**src/rtl/ram8_arbiter_if.sv**
```systemverilog
// Bus bundle between the two requesters, the arbiter and the shared RAM8 bank.
// The slave modport is the arbiter's view; the master modport is the requester/bank side.
interface ram8_arbiter_if #(
    parameter int WIDTH  = 16,
    parameter int ADDR_W = 3
);
    logic              req0;
    logic              we0;
    logic [ADDR_W-1:0] addr0;
    logic [WIDTH-1:0]  wdata0;
    logic              ack0;
    logic [WIDTH-1:0]  rdata0;

    logic              req1;
    logic              we1;
    logic [ADDR_W-1:0] addr1;
    logic [WIDTH-1:0]  wdata1;
    logic              ack1;
    logic [WIDTH-1:0]  rdata1;

    logic [ADDR_W-1:0] ram_addr;
    logic [WIDTH-1:0]  ram_in;
    logic              ram_load;
    logic [WIDTH-1:0]  ram_out;
    logic              busy;

    modport slave (
        input  req0, we0, addr0, wdata0,
        input  req1, we1, addr1, wdata1,
        input  ram_out,
        output ack0, rdata0, ack1, rdata1,
        output ram_addr, ram_in, ram_load, busy
    );

    modport master (
        output req0, we0, addr0, wdata0,
        output req1, we1, addr1, wdata1,
        output ram_out,
        input  ack0, rdata0, ack1, rdata1,
        input  ram_addr, ram_in, ram_load, busy
    );
endinterface

```
**src/rtl/ram8_arbiter.sv**
```systemverilog
// Two-port round-robin arbiter and single-word access sequencer for one RAM8 bank.
// Each transaction takes IDLE -> ACCESS -> DONE; the command is latched at grant.
module ram8_arbiter #(
    parameter int WIDTH  = 16,
    parameter int ADDR_W = 3
) (
    input  logic            clk,
    input  logic            reset,
    ram8_arbiter_if.slave   bus
);
    localparam logic [1:0] IDLE   = 2'd0;
    localparam logic [1:0] ACCESS = 2'd1;
    localparam logic [1:0] DONE   = 2'd2;

    logic [1:0]        state_r;
    logic [1:0]        next_state_s;
    logic              winner_s;
    logic              cmd_owner_r;
    logic              cmd_we_r;
    logic [ADDR_W-1:0] cmd_addr_r;
    logic [WIDTH-1:0]  cmd_wdata_r;
    logic              last_owner_r;
    logic              ack0_r;
    logic              ack1_r;
    logic [WIDTH-1:0]  rdata0_r;
    logic [WIDTH-1:0]  rdata1_r;

    // Winner selection: a lone requester always wins; under contention the non-last owner wins.
    always_comb begin
        winner_s = 1'b0;
        if (bus.req0 && bus.req1) begin
            winner_s = ~last_owner_r;
        end else if (bus.req1) begin
            winner_s = 1'b1;
        end else begin
            winner_s = 1'b0;
        end
    end

    // Next-state logic for the access sequencer.
    always_comb begin
        next_state_s = IDLE;
        case (state_r)
            IDLE: begin
                if (bus.req0 || bus.req1) begin
                    next_state_s = ACCESS;
                end else begin
                    next_state_s = IDLE;
                end
            end
            ACCESS:  next_state_s = DONE;
            DONE:    next_state_s = IDLE;
            default: next_state_s = IDLE;
        endcase
    end

    // State, command latch, read-data capture and ack generation.
    always_ff @(posedge clk) begin
        if (reset) begin
            state_r      <= IDLE;
            cmd_owner_r  <= 1'b0;
            cmd_we_r     <= 1'b0;
            cmd_addr_r   <= {ADDR_W{1'b0}};
            cmd_wdata_r  <= {WIDTH{1'b0}};
            last_owner_r <= 1'b1;
            ack0_r       <= 1'b0;
            ack1_r       <= 1'b0;
            rdata0_r     <= {WIDTH{1'b0}};
            rdata1_r     <= {WIDTH{1'b0}};
        end else begin
            state_r <= next_state_s;
            ack0_r  <= 1'b0;
            ack1_r  <= 1'b0;
            case (state_r)
                IDLE: begin
                    if (bus.req0 || bus.req1) begin
                        cmd_owner_r <= winner_s;
                        cmd_we_r    <= winner_s ? bus.we1    : bus.we0;
                        cmd_addr_r  <= winner_s ? bus.addr1  : bus.addr0;
                        cmd_wdata_r <= winner_s ? bus.wdata1 : bus.wdata0;
                    end
                end
                ACCESS: begin
                    // Reads capture the bank's combinational output; writes leave rdata alone.
                    if (!cmd_we_r) begin
                        if (cmd_owner_r) begin
                            rdata1_r <= bus.ram_out;
                        end else begin
                            rdata0_r <= bus.ram_out;
                        end
                    end
                    ack0_r <= ~cmd_owner_r;
                    ack1_r <= cmd_owner_r;
                end
                DONE: begin
                    last_owner_r <= cmd_owner_r;
                end
                default: begin
                    last_owner_r <= last_owner_r;
                end
            endcase
        end
    end

    // Bank lines hold the latched command outside ACCESS; reset in the same cycle blocks a commit.
    assign bus.ram_addr = cmd_addr_r;
    assign bus.ram_in   = cmd_wdata_r;
    assign bus.ram_load = (state_r == ACCESS) && cmd_we_r && !reset;
    assign bus.busy     = (state_r != IDLE);

    // A reset arriving during DONE aborts the transaction, so the ack is withheld that cycle.
    assign bus.ack0   = ack0_r & ~reset;
    assign bus.ack1   = ack1_r & ~reset;
    assign bus.rdata0 = rdata0_r;
    assign bus.rdata1 = rdata1_r;
endmodule

```
**src/flat_wrapper.sv**
```systemverilog
// flat-port wrapper written by rule: the top's interface ports become plain ports
module ram8_arbiter_flat 
#(
    parameter int WIDTH  = 16,
    parameter int ADDR_W = 3
)
  (clk, reset, bus_req0, bus_we0, bus_addr0, bus_wdata0, bus_req1, bus_we1, bus_addr1, bus_wdata1, bus_ram_out, bus_ack0, bus_rdata0, bus_ack1, bus_rdata1, bus_ram_addr, bus_ram_in, bus_ram_load, bus_busy);
  ram8_arbiter_if #(.WIDTH(WIDTH), .ADDR_W(ADDR_W)) bus_i ();
  input  logic clk;
  input  logic reset;
  input wire logic [$bits(bus_i.req0)-1:0] bus_req0;
  input wire logic [$bits(bus_i.we0)-1:0] bus_we0;
  input wire logic [$bits(bus_i.addr0)-1:0] bus_addr0;
  input wire logic [$bits(bus_i.wdata0)-1:0] bus_wdata0;
  input wire logic [$bits(bus_i.req1)-1:0] bus_req1;
  input wire logic [$bits(bus_i.we1)-1:0] bus_we1;
  input wire logic [$bits(bus_i.addr1)-1:0] bus_addr1;
  input wire logic [$bits(bus_i.wdata1)-1:0] bus_wdata1;
  input wire logic [$bits(bus_i.ram_out)-1:0] bus_ram_out;
  output wire logic [$bits(bus_i.ack0)-1:0] bus_ack0;
  output wire logic [$bits(bus_i.rdata0)-1:0] bus_rdata0;
  output wire logic [$bits(bus_i.ack1)-1:0] bus_ack1;
  output wire logic [$bits(bus_i.rdata1)-1:0] bus_rdata1;
  output wire logic [$bits(bus_i.ram_addr)-1:0] bus_ram_addr;
  output wire logic [$bits(bus_i.ram_in)-1:0] bus_ram_in;
  output wire logic [$bits(bus_i.ram_load)-1:0] bus_ram_load;
  output wire logic [$bits(bus_i.busy)-1:0] bus_busy;
  assign bus_i.req0 = bus_req0;
  assign bus_i.we0 = bus_we0;
  assign bus_i.addr0 = bus_addr0;
  assign bus_i.wdata0 = bus_wdata0;
  assign bus_i.req1 = bus_req1;
  assign bus_i.we1 = bus_we1;
  assign bus_i.addr1 = bus_addr1;
  assign bus_i.wdata1 = bus_wdata1;
  assign bus_i.ram_out = bus_ram_out;
  assign bus_ack0 = bus_i.ack0;
  assign bus_rdata0 = bus_i.rdata0;
  assign bus_ack1 = bus_i.ack1;
  assign bus_rdata1 = bus_i.rdata1;
  assign bus_ram_addr = bus_i.ram_addr;
  assign bus_ram_in = bus_i.ram_in;
  assign bus_ram_load = bus_i.ram_load;
  assign bus_busy = bus_i.busy;
  ram8_arbiter #(.WIDTH(WIDTH), .ADDR_W(ADDR_W)) u_core (.clk(clk), .reset(reset), .bus(bus_i));
endmodule
```
**config.mk**
```make
export PLATFORM = sky130hd
export DESIGN_NAME = ram8_arbiter_flat
export DESIGN_NICKNAME = d
export VERILOG_FILES = /design/src/rtl/ram8_arbiter_if.sv /design/src/rtl/ram8_arbiter.sv /design/src/flat_wrapper.sv
export SDC_FILE = /design/constraint.sdc
export NUM_CORES = 1
export LEC_CHECK = 0
export CAP_MARGIN = 5
export CORE_MARGIN = 10
export CORE_UTILIZATION = 40
export DETAILED_ROUTE_END_ITERATION = 8
export PLACE_DENSITY = 0.8
export RECOVER_POWER = 50
export SYNTH_ARGS = -nofsm -noshare
export SYNTH_HDL_FRONTEND = slang
export SYNTH_SLANG_ARGS = --single-unit
```
**constraint.sdc**
```tcl
create_clock -name clk -period 1.75 [get_ports clk]
set_input_delay 0.35 -clock clk [delete_from_list [all_inputs] [get_ports clk]]
set_output_delay 0.35 -clock clk [all_outputs]
set_load 0.01 [all_outputs]
```
Yosys cells after proc, flatten, opt, wreduce, memory -nomap -nowiden --
Index checks and enable logic that the tools add are counted.
Storage, ports and cells: output and inout port bits 55, word-level logic and storage cells 37, register bits after elaboration 58, bits of input ports 60
Operators by class: multiplexer cells 7, bitwise gates (word level) 7, reduce and logical (&&, ||, !) cells 11, eq/ne operators 2
Operators with widths (count):
- 16-bit 2-to-1 mux | 1
- 3-bit AND reduction | 2
- 1-bit NOT | 5
- 1-bit 2-to-1 mux | 4
- 2-bit case mux with 2 select lines | 1
- 1-bit logical AND | 3
- 3-bit 2-to-1 mux | 1
- 1-bit bitwise AND | 2
- 2-bit by 1-bit == test with 1-bit output, second input constant | 1
- 2-bit == test, second input constant | 1
- 2-bit logical NOT | 1
- 2-bit AND reduction | 1
- 2-bit nonzero test | 1
- 2-bit OR reduction | 1
- 1-bit logical NOT | 1
- 1-bit logical OR | 1

Logic depth before layout (Yosys ltp) --
Gate-level depths: netlist of run 1.
depth in word-level cells 3, depth in mapped cells 5, mapped depth without buffers 4

Worst setup path before layout of run 1 --
Ideal clock, no wire load.
kind reg2reg, from register u_core.cmd_owner_r, to register u_core.rdata0_r[0] (netlist: u_core.bus.rdata0[0]), slack 0.363 ns, library setup time 0.132 ns, path buffers 2, period minus slack after synthesis 1.387 ns, stages on the path, launching flop included 6, required time 1.618 ns, arrival time 1.254 ns, cell sequence dfxtp_1 -> or4b_1 -> buf_2 -> buf_6 -> nand2_1 -> a21oi_1
On the way: word-level cells in the longest chain between the ends 2
RTL lines:
- from (decl) | line ram8_arbiter.sv:18 | logic cmd_owner_r;
- from (signal assigned) | line ram8_arbiter.sv:77 | cmd_owner_r <= winner_s;
- 1-bit NOT
- 3-bit AND reduction (no source line)
- to (signal assigned) | line ram8_arbiter.sv:68 | rdata0_r <= {WIDTH{1'b0}};
- to (signal assigned) | line ram8_arbiter.sv:89 | rdata0_r <= bus.ram_out;
- to (decl) | line ram8_arbiter.sv:25 | logic [WIDTH-1:0] rdata0_r;
Every way passes these cells. A chain may end at the register's enable or synchronous reset.

Final worst setup path of run 1 --
from input port bus_req1, to register u_core.cmd_wdata_r[8] (netlist: u_core.bus.ram_in[8])
On the way: word-level cells in the longest chain between the ends 3, elaborated cells between the ends (all ways) 6, classes of those cells 3 x mux; 3 x reduce/logical
RTL lines:
- from (decl) | line flat_wrapper.sv:15 | input wire logic [$bits(bus_i.req1)-1:0] bus_req1;
- 1-bit 2-to-1 mux / 1-bit logical AND (equally long branches) | line ram8_arbiter.sv:33, ram8_arbiter.sv:31
- 1-bit 2-to-1 mux | line ram8_arbiter.sv:31 | if (bus.req0 && bus.req1) begin
- 16-bit 2-to-1 mux | line ram8_arbiter.sv:80 | cmd_wdata_r <= winner_s ? bus.wdata1 : bus.wdata0;
- to (signal assigned) | line ram8_arbiter.sv:64 | cmd_wdata_r <= {WIDTH{1'b0}};
- to (signal assigned) | line ram8_arbiter.sv:80
- to (decl) | line ram8_arbiter.sv:21 | logic [WIDTH-1:0] cmd_wdata_r;
Parallel ways exist; a longest one is shown, timed or not.

==> impl_summary.log, run 1 <==
INFO  metric setup_total_negative_slack = 0 ps
INFO  metric critical-path-top-delay-family = buffers and inverters
INFO  metric fmaxAchievable = 602.8 MHz
INFO  metric netlist.area_leader.share = 51.21%
INFO  metric grt.overflow.total = 0
INFO  metric hold-worst-slack = 394.6 ps
INFO  metric synth_xor_xnor_area_share = 0%
INFO  metric final_max_slew_viol_count = 0
INFO  metric critical_path_peak_fanout = 20
INFO  metric share_of_the_synthesized_area_in_compound_gates_ao_oa_aoi_oai = 20.81%
INFO  metric synth_enable_flop_cells = 0
INFO  metric diodes = 0
INFO  metric clk_root_buffer_cell = sky130_fd_sc_hd__clkbuf_8
INFO  metric cts_sinks = 58
INFO  metric ios = 115
INFO  metric power.static_leakage = 1.381 nW
INFO  metric vias_per_cell = 5.031
INFO  metric endpoint_kind = register
INFO  metric timing.hold.worst.class = input pin to register
INFO  metric clock_insertion_delay_worst_skew = 330 ps
INFO  metric finalWeightedCongestion = 0.7108
INFO  metric first_pass_grt_wire_length = 11.14 mm
INFO  metric yosysSeqAreaShare = 51.21%
INFO  metric final.period_utilization = 94.80%
INFO  metric wl = 7.169 mm
INFO  metric tritoncts.num_buffers = 9
INFO  metric tritoncts = built
INFO  metric power.density = 901.7 nW/µm²
INFO  metric skew = 6.152 ps
INFO  metric wl_per_cell = 15.03 µm
INFO  metric worst_setup_hold_path_clk_slew = 60 ps
INFO  metric coreArea = 5507 µm²
INFO  metric synth-main-ff-cell = sky130_fd_sc_hd__dfxtp_1
INFO  metric number_of_distinct_library_cell_variants_in_the_gate_level_netlist_after_synthesis = 24
INFO  metric tritonroute_pass_1_iters = 4
INFO  metric hpwl = 5.386 mm
INFO  metric via_count_of_the_first_global_routing_pass = 2367
INFO  metric post-route-worst-setup-slack = 91.01 ps
INFO  metric core.rowCount = 27
INFO  metric required = 1960 ps
INFO  metric worstSetupPathDepth = 5
INFO  metric synth.top_cells.by_area = sky130_fd_sc_hd__dfxtp_1 51%, sky130_fd_sc_hd__nand2_1 17%, sky130_fd_sc_hd__a21oi_1 12%
INFO  metric dr_total_vias = 2400
INFO  metric worst_hold_path.num_cells = 3
INFO  metric fp.dieArea = 9079 µm²
INFO  metric antenna_left = 0
INFO  metric pin_count_of_the_biggest_net_entering_global_routing = 48
INFO  metric postLayoutCoreUtil = 68.26%
INFO  metric reg2regPathDepth = 5
INFO  metric timing.critical_path.arrival = 1860 ps
INFO  metric initial_antenna_violation_count = 0
INFO  metric adder_cell_share_of_the_synthesized_area = 0%
INFO  metric netlist_instances = 281
INFO  metric layout-drive-gt1-share = 9.383%
INFO  metric run_status = finished clean
INFO  metric synth.net_count = 341
INFO  metric yosys_warnings = 0
INFO  metric synth_top_cells_by_count = 105 x sky130_fd_sc_hd__nand2_1, 58 x sky130_fd_sc_hd__dfxtp_1, 53 x sky130_fd_sc_hd__a21oi_1
INFO  metric synthSimpleGateAreaFrac = 23.07%
INFO  metric path_class = input pin to register
INFO  metric worst-slew-pin-transition = 982.8 ps
INFO  metric layoutNonFillerInstCount = 477
INFO  metric critPathBufInv = 2
INFO  metric max-cap-violations = 0
INFO  metric grt_usage = 15.33%
INFO  metric drtIter0Drc = 52
INFO  metric drc_errors = 0
INFO  metric dp_worst_setup_slack = -119.3 ps
INFO  metric synth_top_family_by_area = simple AND/OR/NAND/NOR gates
INFO  metric slowest_stage = sky130_fd_sc_hd__dlygate4sd3_1
INFO  metric post-synth-top-area-cell = sky130_fd_sc_hd__dfxtp_1
INFO  metric synth_most_common_cell = sky130_fd_sc_hd__nand2_1
INFO  metric floorplan.die.height = 95.29 µm
INFO  metric rsz_0062_raised_after_global_routing = false
INFO  metric initial_core_util = 41.17%
INFO  metric final_hold_violations = 0
INFO  metric cts_hold_buf = 0
INFO  metric crit_path_max_incr_delay = 570 ps
INFO  metric path_cells = dlygate4sd3_1 -> a21boi_0 -> buf_4 -> nand2_1 -> a311oi_1
INFO  metric setup-violations-final = 0
INFO  metric avgSynthCellArea = 8.068 µm²
INFO  metric postSynthRegisterBits = 58
INFO  metric synthesis.area = 2267 µm²
INFO  metric cts_buffer_depth = 2
INFO  metric final_net_count = 460
INFO  metric h-tree-depth = 3
INFO  metric place.port_buffers = 114
INFO  metric die_width = 95.29 µm
INFO  metric ir_drop = 0.0005274 V
INFO  metric synth.mux.area_fraction = 0%
INFO  metric cp-start-kind = input pin
INFO  metric layout_min_cycle_time = 1659 ps
INFO  metric placedCellCount = 461
INFO  metric area_growth_synth_to_finish = 65.78%
INFO  metric timing.slew.headroom = 34.48%
INFO  metric synthArstFlopShare = 0%
[cell usage in the layout (no fill, tap or decap), types with 2 or more instances in the layout]
cell type,netlist,final
sky130_fd_sc_hd__a21oi_1,53,53
sky130_fd_sc_hd__and2_1,2,2
sky130_fd_sc_hd__a311oi_1,20,20
sky130_fd_sc_hd__nor2b_1,5,5
sky130_fd_sc_hd__clkdlybuf4s50_1,0,110
sky130_fd_sc_hd__clkbuf_2,1,3
sky130_fd_sc_hd__clkinv_2,0,3
sky130_fd_sc_hd__clkbuf_8,0,11
sky130_fd_sc_hd__buf_12,0,3
sky130_fd_sc_hd__buf_4,1,10
sky130_fd_sc_hd__clkbuf_1,13,2
sky130_fd_sc_hd__nand2_1,105,105
sky130_fd_sc_hd__nor2_1,3,3
sky130_fd_sc_hd__dfxtp_1,58,58
[metrics by stage]
stage / power [mW] / cell area [µm²]
after floorplan: 1.769 / 2267
after global placement: 2.181 / 3566
after detailed placement: 2.191 / 3566
after CTS: 3.427 / 3772
after global routing: 3.550 / 3759
final: 3.389 / 3759
[per-layer routing]
metal  wire [µm]  up-vias  global-route usage, %
met5           0        -                      0
met4          66        0                  5.237
met2        3079      113                  23.58
met1        2873     1083                  17.14
met3        1149        9                  9.348
li1            -     1195                      -
[cells by family (layout without fill, tap and decap cells)]
logic type             count (synthesis)  in the layout
AO/OA/AOI/OAI                         77             77
AND/OR/NAND/NOR                      122            122
flip-flops                            58             58
buffers and inverters                 24            148
[flip-flops by register name (all words and copies together), names as in the netlist]
signal,cells
u_core.bus.rdata0,16
u_core.state_r,2
u_core.cmd_we_r,1
u_core.ack1_r,1
u_core.cmd_owner_r,1
u_core.bus.rdata1,16
u_core.bus.ram_addr,3
u_core.last_owner_r,1
u_core.ack0_r,1
u_core.bus.ram_in,16
[what timing repair did]
item	CTS	global route
setup endpoints to repair	2	1
gates resized for setup	3	2
setup buffers	0	0
[report_power, final]
| group | switching [mW] | internal [mW] |
|---|---|---|
| Combinational | 0.307 | 0.385 |
| Sequential | 0.0469 | 1.41 |
| Clock | 0.512 | 0.727 |
| Total | 0.865 | 2.52 |
[worst register-to-register path, cell delays in order, from the launching register on]
cell and delay [ps]:
sky130_fd_sc_hd__dfxtp_1 340, sky130_fd_sc_hd__clkbuf_1 180, sky130_fd_sc_hd__or4b_1 480, sky130_fd_sc_hd__buf_4 210, sky130_fd_sc_hd__nand2_1 90, sky130_fd_sc_hd__a21oi_1 60
[area by class of cell]
type | count | area, µm²
clock inverters | 5 | 52.55
well taps | 72 | 90.09
multi-input cells | 199 | 1015
inverters | 1 | 3.754
clock buffers | 11 | 151.4
flip-flops and latches | 58 | 1161
fillers | 480 | 1748
repair buffers | 131 | 1285
[final timing paths]
| check | from | end | slack (ps) |
|---|---|---|---|
| worst max-delay path | bus_req1 | u_core.bus.ram_in[8] | 90 |
| worst min-delay path | reset | u_core.state_r[1] | 390 |
| worst max register to register | u_core.state_r[1] | u_core.bus.rdata0[5] | 230 |
| worst min register to register | u_core.bus.rdata1[0] | u_core.bus.rdata1[0] | 450 |
Note: power is estimated with default switching activity, not from simulation.
==> inputs of run 2 (changes only) <==
Settings changed: GPL_ROUTABILITY_DRIVEN from default to 0.
==> results of run 2 <==
The final DEF is identical to that of run 1; final timing and power are the same.
==> inputs of run 3 (changes only) <==
Settings changed: GPL_ROUTABILITY_DRIVEN 0 to 1.
==> results of run 3 <==
The final DEF is identical to that of run 1; final timing and power are the same.
==> RTL edit 1, RTL diff (config.mk and constraints of run 3) <==
`ADDR_W` is set to 3 in 3 places; all go to 4.
--- a/src/rtl/ram8_arbiter_if.sv
+++ b/src/rtl/ram8_arbiter_if.sv
@@ -2,7 +2,7 @@
 // The slave modport is the arbiter's view; the master modport is the requester/bank side.
 interface ram8_arbiter_if #(
     parameter int WIDTH  = 16,
-    parameter int ADDR_W = 3
+    parameter int ADDR_W = 4
 );
     logic              req0;
     logic              we0;
--- a/src/rtl/ram8_arbiter.sv
+++ b/src/rtl/ram8_arbiter.sv
@@ -2,7 +2,7 @@
 // Each transaction takes IDLE -> ACCESS -> DONE; the command is latched at grant.
 module ram8_arbiter #(
     parameter int WIDTH  = 16,
-    parameter int ADDR_W = 3
+    parameter int ADDR_W = 4
 ) (
     input  logic            clk,
     input  logic            reset,
--- a/src/flat_wrapper.sv
+++ b/src/flat_wrapper.sv
@@ -2,7 +2,7 @@
 module ram8_arbiter_flat 
 #(
     parameter int WIDTH  = 16,
-    parameter int ADDR_W = 3
+    parameter int ADDR_W = 4
 )
   (clk, reset, bus_req0, bus_we0, bus_addr0, bus_wdata0, bus_req1, bus_we1, bus_addr1, bus_wdata1, bus_ram_out, bus_ack0, bus_rdata0, bus_ack1, bus_rdata1, bus_ram_addr, bus_ram_in, bus_ram_load, bus_busy);
   ram8_arbiter_if #(.WIDTH(WIDTH), .ADDR_W(ADDR_W)) bus_i ();
Ports: changed (resized bus_addr0, bus_addr1 and bus_ram_addr); port bits go from 115 to 118. The function was not compared with the original's and may differ.
==> RTL edit 1 against run 3 <==
  * Largest power group unchanged
  * Die area increased by 4.4%
  * Design area increased by 4.2%
  * Wire length increased by 3.8%
  * Total power increased by 4.9%
  * Setup slack improved by 0.00069 ns
  * Critical path type is now flop to primary output
  * First-iteration DRC count unchanged
  * Area after synthesis increased by 5.6%
  * Register-to-register slack got worse by 0.05 ns
  * Critical path depth decreased by 1
  * Sequential cell count increased by 1
  * Hold slack got worse by 0.041 ns
==> RTL edit 1: results <==
synth:
  synth_compound_area_share_pct: 21.9
  synthArstFlopShare_pct: 0
  syn_nets: 349
  yosysUniqueCellTypes: 27
  synth.area.mux_share_pct: 0
  synth_fa_ha_area_share_pct: 0
  synth-seq-area-share_pct: 49.3
  synth_cells: 287
  synth_area_leaders: "dfxtp_1 (49%), nand2_1 (15%), a21oi_1 (9.2%)"
  synth_common_cells: "nand2_1 (97), dfxtp_1 (59), a21oi_1 (44)"
run_status:
  outcome: "complete, no violations"
place:
  placedInstanceArea_um2: 3730
  io_buffers: 117
  pre_cts_slack_ns: -0.0110
  hpwl_um: 5680
  place_congestion: 0.724
grt:
  grt_pass1_wl_um: 12100
  grtUsageTotal_pct: 15.1
  antenna_found_initial: 0
  grt_max_degree: 33
clock_network:
  cts-root-buf: "clkbuf_8"
  cts.path.max_buffers: 2
  clkTransAtPathRegs_ns: 0.07
  clkLatencyLatePin_ns: 0.33
sta:
  worst_pin_slew_ns: 0.433
  fin_skew_ns: 0.0139
  finalSetupViolCount: 0
final_layout:
  fin_cells: 489
  drive_gt1_share_pct: 12.6
  antennaDiodeCount: 0
  num-nets-final: 472
routing:
  drt-initial-drc-count: 52
  routed_wl_um: 7440
  dr.pass1.iters: 4
  routed-via-count: 2454
worst_setup_path:
  worst_ep_arrival_time_ns: 1.31
  crit_fanout: 6
power_and_ir_drop:
  ir_worst_vdd_uv: 562
  power.leakage_nw: 1.43
min_path:
  hp-class: "primary input to flop"
[RTL edit 1: critical path: stages (launching register included)]
cell and delay, ns:
dfxtp_1 0.31, clkbuf_2 0.15, nor2_2 0.15, inv_2 0.06
dlygate4sd2_1 0.30
[RTL edit 1: logic make-up (layout without fill, tap and decap cells)]
| family | after synthesis | count (layout) |
|---|---|---|
| AOI/OAI and AO/OA | 79 | 79 |
| buffers and inverters | 25 | 152 |
| DFF | 59 | 59 |
| and+or+nand+nor | 124 | 124 |
[RTL edit 1: cell type report]
cell class | count | area [um2]
Fill cell | 487 | 1930
Sequential cell | 59 | 1180
Tap cell | 75 | 93.8
Clock inverter | 5 | 77.6
Inverter | 1 | 3.75
Multi-Input combinational cell | 203 | 1080
Clock buffer | 10 | 138
Timing Repair Buffer | 136 | 1340
[RTL edit 1: power by group]
group          internal, mW  switching [mW]  leakage [nW]
clock network         0.827           0.511         0.108
registers              1.44          0.0511         0.483
logic                 0.405           0.323         0.841
total                  2.67           0.885          1.43
[RTL edit 1: path summary, 6_finish.rpt]
| path | endpoint | depth (start not counted) | start | slack, ns |
|---|---|---|---|---|
| worst min register to register | u_core.bus.rdata1[0]$_SDFFE_PP0P_ | 2 | u_core.bus.rdata1[0]$_SDFFE_PP0P_ | 0.46 |
| worst max-delay path | bus_busy | 4 | u_core.state_r[0]$_SDFF_PP0_ | 0.09 |
| worst max register to register | u_core.bus.rdata0[12]$_SDFFE_PP0P_ | 5 | u_core.state_r[0]$_SDFF_PP0_ | 0.18 |
| worst min-delay path | u_core.state_r[1]$_SDFF_PP0_ | 3 | reset | 0.35 |
[RTL edit 1: routing by layer]
metal	track usage [%]	wire length, um	up-vias
met2	23.6	3230	102
met4	5.70	107	0
met5	0	0	-
met3	9.82	1020	11
li1	-	-	1228
met1	15.9	3090	1113
[RTL edit 1: what timing repair did]
item | in CTS | in global routing
setup endpoints to repair | 2 | 1
hold buffers | 0 | 0
resized for setup | 3 | 1
==> RTL edit 2, RTL diff (flow settings as in run 3) <==
Without the edit above. Make the reset (`reset`) asynchronous in one clocked block.
--- a/src/rtl/ram8_arbiter.sv
+++ b/src/rtl/ram8_arbiter.sv
@@ -55,7 +55,7 @@
     end
 
     // State, command latch, read-data capture and ack generation.
-    always_ff @(posedge clk) begin
+    always_ff @(posedge clk or posedge reset) begin
         if (reset) begin
             state_r      <= IDLE;
             cmd_owner_r  <= 1'b0;
Formal check against the unedited RTL: differs if reset is asserted again (counterexample within 4 cycles, from zero or initial values and one cycle with reset high); with reset held inactive, the same outputs for 10 cycles.
==> RTL edit 2 against run 3 <==
  * Register-to-register slack lost 0.09 ns
  * Wire length shrank 12%
  * Hold slack gained 0.11 ns
  * Area after synthesis grew 13%
  * Design area grew 8.8%
  * Via count shrank 27%
  * Die area grew 10%
  * Setup slack gained 0.053 ns
  * Sequential cell count is the same
  * Highest routed layer unchanged
Power is not compared: it rests on default switching activity, and its combinational part moved more than twofold at a synthesized area within 25%.
==> RTL edit 2: results <==
grt:
  grt_pass1_wl_um: 10200
  grt_max_degree: 59
  grtUsageMet1_pct: 13.2
  antenna_found_initial: 0
  met3_usage_pct: 7.97
  grtUsageTotal_pct: 12.8
  grt_pass1_vias: 2054
synth:
  yosys_warnings: 0
  synth_cells: 155
  synthArstFlopShare_pct: 100
  yosysUniqueCellTypes: 19
  synth_common_cells: "dfrtp_1 (57), mux2_2 (50), mux2_4 (22)"
  syn_nets: 215
  synth_area_leaders: "dfrtp_1 (56%), mux2_2 (22%), mux2_4 (13%)"
  synth_flop_cell: "dfrtp_1"
  synth-seq-area-share_pct: 56.8
sta:
  hold_ws_ns: 0.505
  min_period_ns: 1.61
  max_slew_margin_pct: 15.3
  fin_skew_ns: 0.00478
worst_setup_path:
  crit_path_end: "u_core.bus.rdata1[8]$_DFFE_PP0P_"
  reg2reg_depth: 5
  worst_ep_arrival_time_ns: 1.81
  crit_family: "simple AND/OR/NAND/NOR gates"
  critPathLaunch: "u_core.state_r[1]$_DFF_PP0_"
  crit_fanout: 16
  critical_path.max_stage_delay_ns: 0.38
  reg2reg_slack_ns: 0.14
  cpMaxStageDelayCell: "dfrtp_1"
routing:
  routed_wl_um: 6340
  drt-initial-drc-count: 18
  dr.pass1.iters: 4
  routed-via-count: 1762
clock_network:
  cts_buffers: 9
  clkLatencyLatePin_ns: 0.32
place:
  pre_cts_slack_ns: -0.264
  place_congestion: 0.710
  place_inst: 349
  hpwl_um: 4870
  placedInstanceArea_um2: 3870
min_path:
  min_to: "u_core.bus.ram_in[11]$_DFFE_PP0P_"
  hp-class: "flop to flop"
  hold_start: "u_core.bus.ram_in[11]$_DFFE_PP0P_"
  hold_depth: 1
final_layout:
  drive_gt1_share_pct: 36.5
  num-nets-final: 343
  fin_cells: 365
run_status:
  outcome: "complete, no violations"
-- RTL edit 2: cell families (layout without fill, tap and decap cells) --
| kind of cell | after synthesis | in the layout | synth area share (%) |
|---|---|---|---|
| buffers and inverters | 11 | 144 | 3.52 |
| flip-flops | 58 | 58 | 56.8 |
| AO/OA/AOI/OAI | 3 | 3 | 1.17 |
| AND/OR/NAND/NOR | 10 | 10 | 3.18 |
| multiplexers | 73 | 73 | 35.4 |
-- RTL edit 2: cell type report --
class                      count  area [um2]
clock inverter                 5         100
multi-input combinational     86        1020
inverter                       4        18.8
clock buffer                  11         151
timing repair buffer         124        1250
fill                         507        2190
sequential                    58        1450
tap                           77        96.3
-- RTL edit 2: layer usage --
layer	wire length (um)	share of wire, %
met5	0	0
met1	2400	38
met3	745	12
met4	61	0.96
met2	3140	49
-- RTL edit 2: repair_timing --
action                     CTS  global route
gates cloned                 0             0
setup endpoints to repair    4             2
resized for setup            7             2
setup buffers                0             0
